<file path="src/rtl/legv8_instr_encoder.sv">
// LEGv8 instruction encoder: packs field bundles into 32-bit words, tags each with
// a sequential imem byte address and an encoding-error flag, and queues them in a small FIFO.
module legv8_instr_encoder #(
  parameter int          DEPTH     = 2,
  parameter logic [63:0] ADDR_BASE = 64'd0,
  parameter int          MEM_WORDS = 16
) (
  input  logic        clk,
  input  logic        reset,
  input  logic        in_valid,
  output logic        in_ready,
  input  logic [2:0]  in_fmt,
  input  logic [10:0] in_opcode,
  input  logic [4:0]  in_rd,
  input  logic [4:0]  in_rn,
  input  logic [4:0]  in_rm,
  input  logic [5:0]  in_shamt,
  input  logic [25:0] in_imm,
  input  logic        restart,
  output logic        out_valid,
  input  logic        out_ready,
  output logic [31:0] out_instr,
  output logic [63:0] out_addr,
  output logic        out_err,
  output logic [7:0]  err_count
);

  localparam int PW = (DEPTH > 1) ? $clog2(DEPTH) : 1;
  localparam int KW = (MEM_WORDS > 1) ? $clog2(MEM_WORDS) : 1;
  localparam logic [KW-1:0] K_LAST = KW'(MEM_WORDS - 1);
  localparam logic [PW:0]   FULL   = (PW + 1)'(DEPTH);

  logic [31:0] word_next;
  logic        err_next;
  logic [63:0] addr_next;
  logic [KW-1:0] k_reg;
  logic [KW-1:0] k_acc;
  logic [PW:0]   count_reg;
  logic [PW-1:0] wr_ptr_reg;
  logic [PW-1:0] rd_ptr_reg;
  logic [31:0] last_instr_reg;
  logic [63:0] last_addr_reg;
  logic        last_err_reg;
  logic [7:0]  err_count_reg;
  logic        accept;
  logic        pop;

  logic [31:0] instr_mem [DEPTH];
  logic [63:0] addr_mem  [DEPTH];
  logic        err_mem   [DEPTH];

  // Out-of-range immediates are still packed (truncated) but flagged.
  always_comb begin
    word_next = '0;
    err_next  = 1'b0;
    case (in_fmt)
      3'd0: word_next = {in_opcode, in_rm, in_shamt, in_rn, in_rd};
      3'd1: begin
        word_next = {in_opcode[10:1], in_imm[11:0], in_rn, in_rd};
        err_next  = |in_imm[25:12];
      end
      3'd2: begin
        word_next = {in_opcode, in_imm[8:0], 2'b00, in_rn, in_rd};
        err_next  = !((&in_imm[25:8]) || !(|in_imm[25:8]));
      end
      3'd3: word_next = {in_opcode[10:5], in_imm};
      3'd4: begin
        word_next = {in_opcode[10:3], in_imm[18:0], in_rd};
        err_next  = !((&in_imm[25:18]) || !(|in_imm[25:18]));
      end
      default: begin
        word_next = '0;
        err_next  = 1'b1;
      end
    endcase
  end

  assign in_ready  = (count_reg != FULL);
  assign out_valid = (count_reg != '0);
  assign accept    = in_valid && in_ready;
  assign pop       = out_valid && out_ready;

  // A restart in the accept cycle already applies to the word being accepted.
  assign k_acc     = restart ? '0 : k_reg;
  assign addr_next = ADDR_BASE + (64'(k_acc) << 2);

  always_ff @(posedge clk) begin
    if (accept) begin
      instr_mem[wr_ptr_reg] <= word_next;
      addr_mem[wr_ptr_reg]  <= addr_next;
      err_mem[wr_ptr_reg]   <= err_next;
    end
  end

  always_ff @(posedge clk or posedge reset) begin
    if (reset) begin
      k_reg          <= '0;
      count_reg      <= '0;
      wr_ptr_reg     <= '0;
      rd_ptr_reg     <= '0;
      last_instr_reg <= '0;
      last_addr_reg  <= ADDR_BASE;
      last_err_reg   <= 1'b0;
      err_count_reg  <= '0;
    end else begin
      if (accept) begin
        k_reg      <= (k_acc == K_LAST) ? '0 : k_acc + 1'b1;
        wr_ptr_reg <= wr_ptr_reg + 1'b1;
        if (err_next && err_count_reg != 8'hFF)
          err_count_reg <= err_count_reg + 8'd1;
      end else if (restart) begin
        k_reg <= '0;
      end
      if (pop) begin
        rd_ptr_reg     <= rd_ptr_reg + 1'b1;
        last_instr_reg <= instr_mem[rd_ptr_reg];
        last_addr_reg  <= addr_mem[rd_ptr_reg];
        last_err_reg   <= err_mem[rd_ptr_reg];
      end
      case ({accept, pop})
        2'b10:   count_reg <= count_reg + 1'b1;
        2'b01:   count_reg <= count_reg - 1'b1;
        default: count_reg <= count_reg;
      endcase
    end
  end

  // With the FIFO empty the outputs keep showing the most recently popped word.
  assign out_instr = out_valid ? instr_mem[rd_ptr_reg] : last_instr_reg;
  assign out_addr  = out_valid ? addr_mem[rd_ptr_reg]  : last_addr_reg;
  assign out_err   = out_valid ? err_mem[rd_ptr_reg]   : last_err_reg;
  assign err_count = err_count_reg;

endmodule

</file>
<file path="config.mk">
export PLATFORM = sky130hd
export DESIGN_NAME = legv8_instr_encoder
export DESIGN_NICKNAME = d
export VERILOG_FILES = /design/src/rtl/legv8_instr_encoder.sv
export SDC_FILE = /design/constraint.sdc
export NUM_CORES = 1
export LEC_CHECK = 0
export CAP_MARGIN = 15
export CORE_MARGIN = 5
export CORE_UTILIZATION = 54
export CTS_BUF_LIST = sky130_fd_sc_hd__clkbuf_4
export DETAILED_ROUTE_END_ITERATION = 10
export PLACE_DENSITY_LB_ADDON = 0.3
export RECOVER_POWER = 50
export SETUP_SLACK_MARGIN = 0.15
export SLEW_MARGIN = 20
export SYNTH_ARGS = -nofsm -noshare
export SYNTH_HDL_FRONTEND = slang
export SYNTH_SLANG_ARGS = --single-unit
</file>
<file path="constraint.sdc">
create_clock -name clk -period 7.3 [get_ports clk]
set_clock_uncertainty 0.1 [all_clocks]
set_input_delay 1.46 -clock clk [delete_from_list [all_inputs] [get_ports clk]]
set_output_delay 1.46 -clock clk [all_outputs]
set_load 0.02 [all_outputs]
</file>
# Word level (Yosys, flattened, before mapping)
# Memory sizes are Yosys's and may differ from the RTL's.
# Cells that the tools add are included.
# word_totals
input_bits,66
out_inout_bits,107
wordCells,56
reg_bits,113
ram_bits,74
memories,3
# memory_table
name,depth,width,read_ports,rd_ports_with_merged_regs,wr,line,text
instr_mem,2,32,1,0,1,48,logic [31:0] instr_mem [DEPTH];
addr_mem,2,4,1,0,1,49,logic [63:0] addr_mem [DEPTH];
err_mem,2,1,1,0,1,50,logic err_mem [DEPTH];
# op_classes
addsub,6
muxes,11
n_eq_ne,9
reduce_logical,19
# ops
operator,count
$pmux 32 s5,1
$mux 64,1
$mux 32,1
$reduce_and 18->1,1
$reduce_or 18->1,1
$reduce_or 14->1,1
$mux 4,3
$add 8x1->8 const B,1
$ne 8x8->1 const B,1
$reduce_and 8->1,1
$reduce_or 8->1,1
$eq 3x2->1 const B,2
$add 4x1->4 const B,1
$eq 4x4->1 const B,1
$logic_not 1->1,4
$pmux 1 s4,1
$pmux 2 s2,1
$reduce_bool 2->1,2
$eq 3x1->1 const B,1
$eq 3x3->1 const B,1
$logic_and 1x1->1,3
$logic_not 3->1,1
$mux 1,3
$add 1x1->1 const B,2
8 further kinds,9

# Depth between registers and ports, before layout
# logic_depth
depth_word,7
ltp_mapped,10
mapped_depth_nobuf,7

# Worst setup path after synthesis
# OpenSTA, ideal clock, no wires.
# synth_path
path_kind,input port to flip-flop
startpoint,input port in_valid
endpoint,memory addr_mem[0][0] in the netlist's numbering (enable)
setup_slack_ns,3.447
setup_time_ns,0.431
stages,3
arrival_time_ns,3.322
n_path_buf,0
t_required_ns,6.769
path_cell_list,and2_1 -> inv_1 -> nor2_1
# synth_via
elab_chain_cells,3
# synth_rtl
item,line,text
from (decl),10,"input logic in_valid,"
$logic_and 1x1->1,80,assign accept = in_valid && in_ready;
$mux 1,88,if (accept) begin
$mux 1 (implied by the code),90,addr_mem[wr_ptr_reg] <= addr_next;
to (decl),49,
# No other way between the ends.

==> out/results.ini <==
[outcome]
status = finished, violations left
violations = max-capacitance violations, max-slew violations

[setup_path]
worstPathCellList = dlygate4sd3_1 > clkinv_1 > clkbuf_1
slowest_stage = clkbuf_1
rrSetupSlack_ns = 3.05
reg2regPathDepth = 8
r2r_start = count_reg[0]
path_buf_inv = 3
arrival_ns = 4.15
cp-end-kind = asynchronous set/reset pin
crit_start = reset
critPathKind = primary input to asynchronous set/reset pin
cp_num_cells = 3
r2r_end = count_reg[1]
cpLargestDelayFamily = buffers and inverters
startpoint_type = primary input
critical_path.max_fanout = 53
critical_path_required_ns = 6.77
critPathMaxStageDelay_ns = 2.07

[cts]
cts_tree = built
post_cts_buffers = 0
hold_buffers = 0
numCtsBuffers = 17
clkLatencyLatePin_ns = 0.51
ctsLongestPathBuffers = 2
ctsHtreeMaxLevel = 4
cts_sinks = 127
post_cts_resized = 0
clockRootBuffer = clkbuf_4
path_clk_slew_ns = 0.11

[layout]
finalNonFillerCells = 857
final_nets = 770
largest_reg_flops = 64
drive_gt1_share_pct = 5.60
area_delta_synth_final_pct = 20.1
num_antenna_cells = 0

[global_route]
grt_pass1_vias = 4588
antenna_found_initial = 0
grt_max_degree = 77
grt_usage_pct = 20.9
grt_overflow = 0
grt_pass1_wl_um = 23400

[timing]
fin_crit_ns = 4.68
hold_violations = 0
slew_headroom_pct = -96.7
tightest_slew_ns = 2.95
max_freq_mhz = 214
rsz0062_at_grt = false
slew_viol_final = 186
tns_ns = 0
fin_crit_sh_pct = 64.0
setup_viol = 0

[drt]
vias = 4556
drt_drc_violations_left = 0
post_drt_wl_per_cell_um = 17.1
dr.pass1.iters = 4
antenna_left = 0
drtIter0Drc = 232
viasPerCell = 5.32
drt_wl_total_um = 14600

[run]
cap_viol_max_count = 4

[synth]
syn_area_mm2 = 0.00642
yosysUniqueCellTypes = 40
async_flop_share_pct = 41.7
syn_area_per_cell_um2 = 10.7
synth_seq_area_share_pct = 55.2
ys_warn_count = 0
synth_top_area_share_pct = 34.6
synthCells = 602
synth_commonest_cells = 74 x edfxtp_1, 64 x a21oi_1, 60 x buf_4
netlist_top_cells_area = edfxtp_1 35%, dfrtp_1 21%, mux2i_1 8.7%
synthFlopType = edfxtp_1
synth-seq-cells = 127
synth_edf_count = 74
synth_top_area_cell = edfxtp_1
yosysMostFrequentCell = edfxtp_1

[power]
finalPower_mw = 3.04
vdd_drop_max_mv = 0.188
cellPowerDensity_mw_per_mm2 = 394
leakagePower_nw = 3.15

[place]
port_buffers = 112
hpwl_um = 10400
dp.cells = 824
gp_congestion = 0.892

[min_path]
min_from = k_reg[3]
hold-path-endpoint = k_reg[3]
holdPathStages = 1
hp-class = flop to flop

[die]
dieArea_mm2 = 0.0142
rows = 39
pin_count = 173
die_h_um = 119
die_x_um = 119
core_area_mm2 = 0.0115
start_util_pct = 55.8

-- layout make-up --
cell class                 instances  area (um^2)
sequential                       127         3550
inverter                           4         15.0
timing repair buffer             118         1180
clock buffer                      17          128
fill                             880         3800
tap                              143          179
clock inverter                    15          169
multi-input combinational        433         2490
-- cells by family after synthesis --
kind of cell    after synthesis  share of synthesized area [%]
simple gates                159                           11.6
compound gates              139                           12.0
flops                       127                           55.2
buf+inv                     101                           9.46
mux                          58                           9.13
xor+xnor                     14                           1.91
fa+ha+maj                     3                          0.584
other cells                   1                         0.0584
-- cells in the final DEF (no fill, tap or decap), types with 17 or more instances in the layout --
cell | netlist | routed
clkdlybuf4s50_1 | 0 | 108
clkbuf_4 | 0 | 17
conb_1 | 1 | 60
edfxtp_1 | 74 | 74
nor2b_1 | 23 | 23
nand2_1 | 50 | 49
dfrtp_1 | 53 | 52
a21oi_1 | 64 | 64
mux2i_1 | 56 | 56
nor2_1 | 52 | 52
o22ai_1 | 17 | 17
o21ai_0 | 43 | 43
-- stage by stage --
stage	hold WS, ns	worst slack, ns	instance area (um^2)	utilization (%)
after floorplan	0.321	3.45	6650	-
after CTS	0.378	2.84	7700	66.9
final	0.373	2.62	7710	67.0
after detailed placement	0.357	3.17	7400	64.3
after global placement	0.341	3.29	7400	64.3
after global routing	0.394	1.83	7710	67.0
-- worst max path at each step --
stage | end
after floorplan | addr_mem[0][0]
after global placement | err_count[4]
after detailed placement | err_count[5]
after CTS | out_instr[25]
after global routing | rd_ptr_reg
final | rd_ptr_reg
-- report_power, final --
part | total (mW) | internal (mW) | switching [mW]
combinational | 1.37 | 0.595 | 0.772
sequential | 1.18 | 1.02 | 0.159
clock | 0.494 | 0.235 | 0.259
-- layer usage --
| metal | vias to the layer above | share of wire, % | GRT usage, % |
|---|---|---|---|
| li1 | 2215 | - | - |
| met1 | 2136 | 43 | 27.2 |
| met2 | 188 | 49 | 34.1 |
| met3 | 17 | 7.4 | 5.83 |
| met4 | 0 | 1.3 | 6.37 |
| met5 | - | 0 | 0 |
(Power assumes the default switching activity.)
==> RTL change 1, RTL diff (same flow settings) <==
Set the parameter `MEM_WORDS` to 8 (it was 16).
--- a/src/rtl/legv8_instr_encoder.sv
+++ b/src/rtl/legv8_instr_encoder.sv
@@ -4,5 +4,5 @@
   parameter int          DEPTH     = 2,
   parameter logic [63:0] ADDR_BASE = 64'd0,
-  parameter int          MEM_WORDS = 16
+  parameter int          MEM_WORDS = 8
 ) (
   input  logic        clk,
Function: no difference found for any inputs over 4 cycles, from zero or initial values and one cycle with reset high; that may be too few to reach the edited logic, so the function may still have changed.
==> RTL change 1 against the unedited design <==
  * The run still ends with capacitance limit, slew limit left
  * Cell area decreased by 2.4%
  * Routed wire length decreased by 4.6%
  * Sequential cell count decreased by 4
  * Largest cell class unchanged
  * Clock power decreased by 2%
  * Register-to-register slack got worse by 1.1 ns
  * Largest power group unchanged
  * Worst setup slack got worse by 0.80 ns
  * Power decreased by 2.4%
  * First-iteration DRC count increased by 30%
  * Area after synthesis decreased by 2.6%
==> RTL change 1: results (changes against the unedited design) <==
- Outcome: finished, violations left (unchanged)
- Failing checks: capacitance limit, slew limit (unchanged)
- Worst-path clk slew: 0.11 ns (about the same)
- Iter 0 DRT Violations: 301 (was 232)
- VDD IR max: 0.000255 V (was 0.000188 V)
- Root Driver: clkbuf_4 (unchanged)
- Via density: 5.36 (was 5.32)
- Vias in the first global route: 4,496 (was 4,588)
- CP Data Arrival Time: 3.92 ns (was 4.15 ns)
- Port Buffer Count: 111 (was 112)
- Post-CTS Setup Repair Bufs: 0 (unchanged)
- First-pass GRT wire length: 22.6 mm (was 23.4 mm)
- Pins Over Slew Limit: 212 (was 186)
- Mux share of post-synthesis cell area: 9.54% (was 9.13%)
- Post-route clock period utilization: 75.0% (was 64.0%)
- Final GP Congestion: 0.876 (was 0.892)
- H-tree Lvls: 4 (unchanged)
- CP max-delay cell: clkbuf_1 (unchanged)
- Critical-path maximum fanout: 47 (was 53)
- Pre-antenna DRT Iters: 5 (was 4)
- Placed insts: 806 (was 824)
- DP HPWL: 9.75 mm (was 10.4 mm)
- Pint: 1830 µW (was 1850 µW)
- Top post-synthesis cells by area: edfxtp_1, dfrtp_1, mux2i_1 (unchanged)
- Critical Path Max Stage Delay: 1.44 ns (was 2.07 ns)
- Post-synth top cells: edfxtp_1, a21oi_1, buf_4 (unchanged)
- Cts bufs inserted: 17 (unchanged)
- Warnings from Yosys: 0 (unchanged)
- Final Net Count: 753 (was 770)
- Share of layout cells above drive strength 1: 5.60% (about the same)
- Placed cell area: 0.00723 mm² (was 0.00740 mm²)
- Overall routing resource usage: 20.1% (was 20.9%)
- Yosys cell types: 39 (was 40)
- Cells after Synth: 585 (was 602)
- Worst slew margin: -56.0% (was -96.7%)
- LEAKAGE: 0.00310 µW (was 0.00315 µW)
- Wire per inst: 16.6 µm (was 17.1 µm)
- Sequential fraction of the synthesis area: 54.9% (was 55.2%)
- Area share of fa/ha/maj cells after synthesis: 0.600% (was 0.584%)
- Async SR Flop Fraction: 41.5% (was 41.7%)
- Fillcell total: 919 (was 880)
- Multi-input logic area: 0.00244 mm² (was 0.00249 mm²)
- Xor-xnor portion of the synthesized cell area: 1.96% (was 1.91%)
- Post-Route WL: 14.0 mm (was 14.6 mm)
- Largest net degree at the start of global routing: 75 (was 77)
- Initial antenna violation count: 1 (was 0)
- DR DRC count: 0 (unchanged)
- Hold Path Class: register to register (unchanged)
- Max_cap viols: 4 (unchanged)
- Clock Tree Buf Depth: 2 (unchanged)
- Number of flops mapped to enable cells by yosys: 72 (was 74)
- Synth Area in Compound Gates: 11.8% (was 12.0%)
## RTL change 1: final timing paths
| kind | startpoint | slack (ns) | endpoint | cells past startpoint |
|---|---|---|---|---|
| max in group asynchronous | reset | 3.98 | rd_ptr_reg | 2 |
| min | last_instr_reg[29] | 0.39 | last_instr_reg[29] | 2 |
| max reg2reg | count_reg[0] | 1.99 | count_reg[1] | 7 |
| max | count_reg[0] | 1.82 | out_instr[12] | 5 |
| min reg2reg | last_instr_reg[29] | 0.39 | last_instr_reg[29] | 2 |
| min in group asynchronous | reset | 1.93 | wr_ptr_reg | 2 |
## RTL change 1: area by class of cell
cell class,count,area share [%]
sequential,123,45.7
multi-input combinational,422,32.4
timing repair buffer,117,15.5
tap,143,2.38
clock buffer,21,2.09
clock inverter,11,1.70
inverter,3,0.166
antenna,1,0.0333
## RTL change 1: tightest hold or removal path, cell delays in order (launching register included)
cell     delay, ns
dfrtp_1       0.36
nand2_1       0.04
o21ai_0       0.06
## RTL change 1: layer usage
layer	global-route usage, %	up-vias	part of all wire, %	routed length [µm]
met5	0	-	0	0
met4	8.46	0	2.4	335
met3	5.86	32	6.8	949
met2	33.0	191	49	6900
met1	25.0	2126	41	5770
li1	-	2157	-	-
## RTL change 1: metrics by stage
step / worst slack (ns) / hold WS [ns] / utilization, %
after floorplan: 3.63 / 0.351 / -
after global placement: 3.28 / 0.362 / 63.5
after detailed placement: 3.19 / 0.372 / 63.6
after CTS: 2.83 / 0.394 / 66.1
after global routing: 1.44 / 0.418 / 66.2
final: 1.82 / 0.392 / 66.2
## RTL change 1: cells by family (layout without fill, tap and decap cells)
| kind of cell | count (synthesis) | count (layout) |
|---|---|---|
| xor gates and xnor gates | 14 | 14 |
| muxes | 59 | 59 |
| adders and majority gates | 3 | 3 |
| AOI/OAI and AO/OA | 133 | 133 |
| and+or+nand+nor | 152 | 152 |
| DFF | 123 | 123 |
| other | 1 | 62 |
| buffers and inverters | 100 | 152 |
## RTL change 1: power groups by stage
stage                     Clock (µW)  Combinational, µW  Sequential, µW
after global routing             520               1470            1150
final                            484               1360            1130
after detailed placement           0               1330            1160
after CTS                        494               1330            1150
after global placement             0               1300            1150
after floorplan                    0                843            1100
==> RTL change 2, RTL diff (same settings) <==
Made on the original files. Reset style: synchronous (`reset`), changed in one clocked block.
--- a/src/rtl/legv8_instr_encoder.sv
+++ b/src/rtl/legv8_instr_encoder.sv
@@ -93,5 +93,5 @@
   end
 
-  always_ff @(posedge clk or posedge reset) begin
+  always_ff @(posedge clk) begin
     if (reset) begin
       k_reg          <= '0;
Formal check against the unedited RTL: differs if reset is asserted again (counterexample within 4 cycles, from zero or initial values and one cycle with reset high); with reset held inactive, the same outputs for 4 cycles.
==> RTL change 2 against the unedited design <==
  * The run still ends with capacitance limit, slew limit left
  * Sequential cell count rose by 1
  * Die area down 0.10%
  * Cell area shrank 0.67%
  * Worst setup slack got worse by 0.42 ns
  * Highest routed layer unchanged
  * Power about the same
  * Largest cell class unchanged
  * Via count rose by 7.8%
  * Routed wire length up 4.3%
  * Register-to-register slack got worse by 0.73 ns
  * Maximum frequency fell by 8.2%
  * Synthesized cell count is 3.5% higher
  * Area after synthesis shrank 0.12%
==> RTL change 2: results (changes against the unedited design) <==
- Outcome: finished, violations left (unchanged)
- Failing checks: capacitance limit, slew limit (unchanged)
- Pre-antenna DRT Iters: 5 (was 4)
- Reg2Reg Depth: 7 (was 8)
- VDD IR max: 0.000217 V (was 0.000188 V)
- Cells after Synth: 623 (was 602)
- FF-to-FF setup slack: 2.32 ns (was 3.05 ns)
- Via density: 5.63 (was 5.32)
- Sequential fraction of the synthesis area: 51.5% (was 55.2%)
- Vias in the first global route: 4,790 (was 4,588)
- Top post-synthesis cells by area: edfxtp_1, dfxtp_1, buf_4 (was edfxtp_1, dfrtp_1, mux2i_1)
- Hold Crit Start: last_addr_reg[4] (was k_reg[3])
- Yosys cell types: 48 (was 40)
- Initial antenna violation count: 1 (was 0)
- Final GP Congestion: 0.897 (was 0.892)
- Final Net Count: 784 (was 770)
- Async SR Flop Fraction: 0% (was 41.7%)
- Worst r2r src: count_reg[0] (unchanged)
- CP Data Arrival Time: 5.44 ns (was 4.15 ns)
- Max_cap viols: 2 (was 4)
- DP HPWL: 10.4 mm (about the same)
- Pins Over Slew Limit: 97 (was 186)
- Fillcell total: 944 (was 880)
- Worst slew margin: -116% (was -96.7%)
- Critical-path maximum fanout: 76 (was 53)
- Fin cells: 872 (was 857)
- Post-synth top cells: nor2_1, edfxtp_1, a21oi_1 (was edfxtp_1, a21oi_1, buf_4)
- First-pass GRT wire length: 24.0 mm (was 23.4 mm)
[RTL change 2: cell count changes in the layout (fill, tap and decap cells not counted), sizes merged, moves of 5 or more]
cell and change:
nor2b +5, dfrtp -53, nand2 -39, mux2i -17, a22oi +16, o21ai -38, a211oi +38, dfxtp +54
mux2 +10, nor2 +39
[RTL change 2: final cells by class]
cell class / instances / area share, %
antenna: 1 / 0.0327
clock buffer: 19 / 1.86
clock inverter: 13 / 2.22
inverter: 2 / 0.0980
multi-input combinational: 447 / 35.2
sequential: 128 / 43.2
tap: 143 / 2.34
timing repair buffer: 119 / 15.1
[RTL change 2: power breakdown]
group | leakage (µW) | switching (µW) | total (µW) | internal (µW)
clock | 0.000165 | 246 | 521 | 275
combinational | 0.00140 | 850 | 1480 | 629
sequential | 0.00115 | 100 | 1040 | 938
[RTL change 2: worst max path at each step]
| stage | from | endpoint | slack (ns) | cells past startpoint |
|---|---|---|---|---|
| after detailed placement | in_fmt[2] | instr_mem[1][19] | 3.20 | 5 |
| after global routing | count_reg[0] | count_reg[1] | 1.84 | 7 |
| after CTS | register | out_instr[2] | 2.84 | 3 |
| final | out_ready | count_reg[1] | 2.21 | 6 |
| after floorplan | in_valid | addr_mem[0][0] | 3.60 | 2 |
| after global placement | in_fmt[2] | instr_mem[0][19] | 3.22 | 5 |
[RTL change 2: metal layers]
metal	global-route usage, %	routed length, µm	up-vias
li1	-	-	2331
met1	27.8	6560	2329
met2	34.1	7290	232
met3	5.12	1170	19
met4	8.47	248	0
met5	0	0	-
[RTL change 2: through the flow]
| stage | instance area [µm²] | hold slack, ns | power, µW | worst slack [ns] |
|---|---|---|---|---|
| finish | 7660 | 0.405 | 3040 | 2.21 |
| global route | 7660 | 0.431 | 3220 | 1.84 |
| global placement | 7360 | 0.374 | 2490 | 3.22 |
| floorplan | 6640 | 0.367 | 1940 | 3.60 |
| detailed placement | 7360 | 0.392 | 2530 | 3.20 |
| CTS | 7680 | 0.402 | 3050 | 2.84 |
[RTL change 2: critical path, cell delays in order]
cell and delay, ns:
clkdlybuf4s50_1 0.45, and2_2 0.12, clkbuf_1 2.28, ha_1 0.61
or3_1 0.36, a21oi_1 0.14
[RTL change 2: kinds of logic after synthesis]
group           count (synthesis)  synth area share [%]
compound gates                155                  15.8
mux                            52                  8.54
other cells                     1                0.0584
xor+xnor                        7                 0.955
fa+ha+maj                       3                 0.585
flops                         128                  51.5
simple gates                  170                  12.7
buf+inv                       107                  9.85
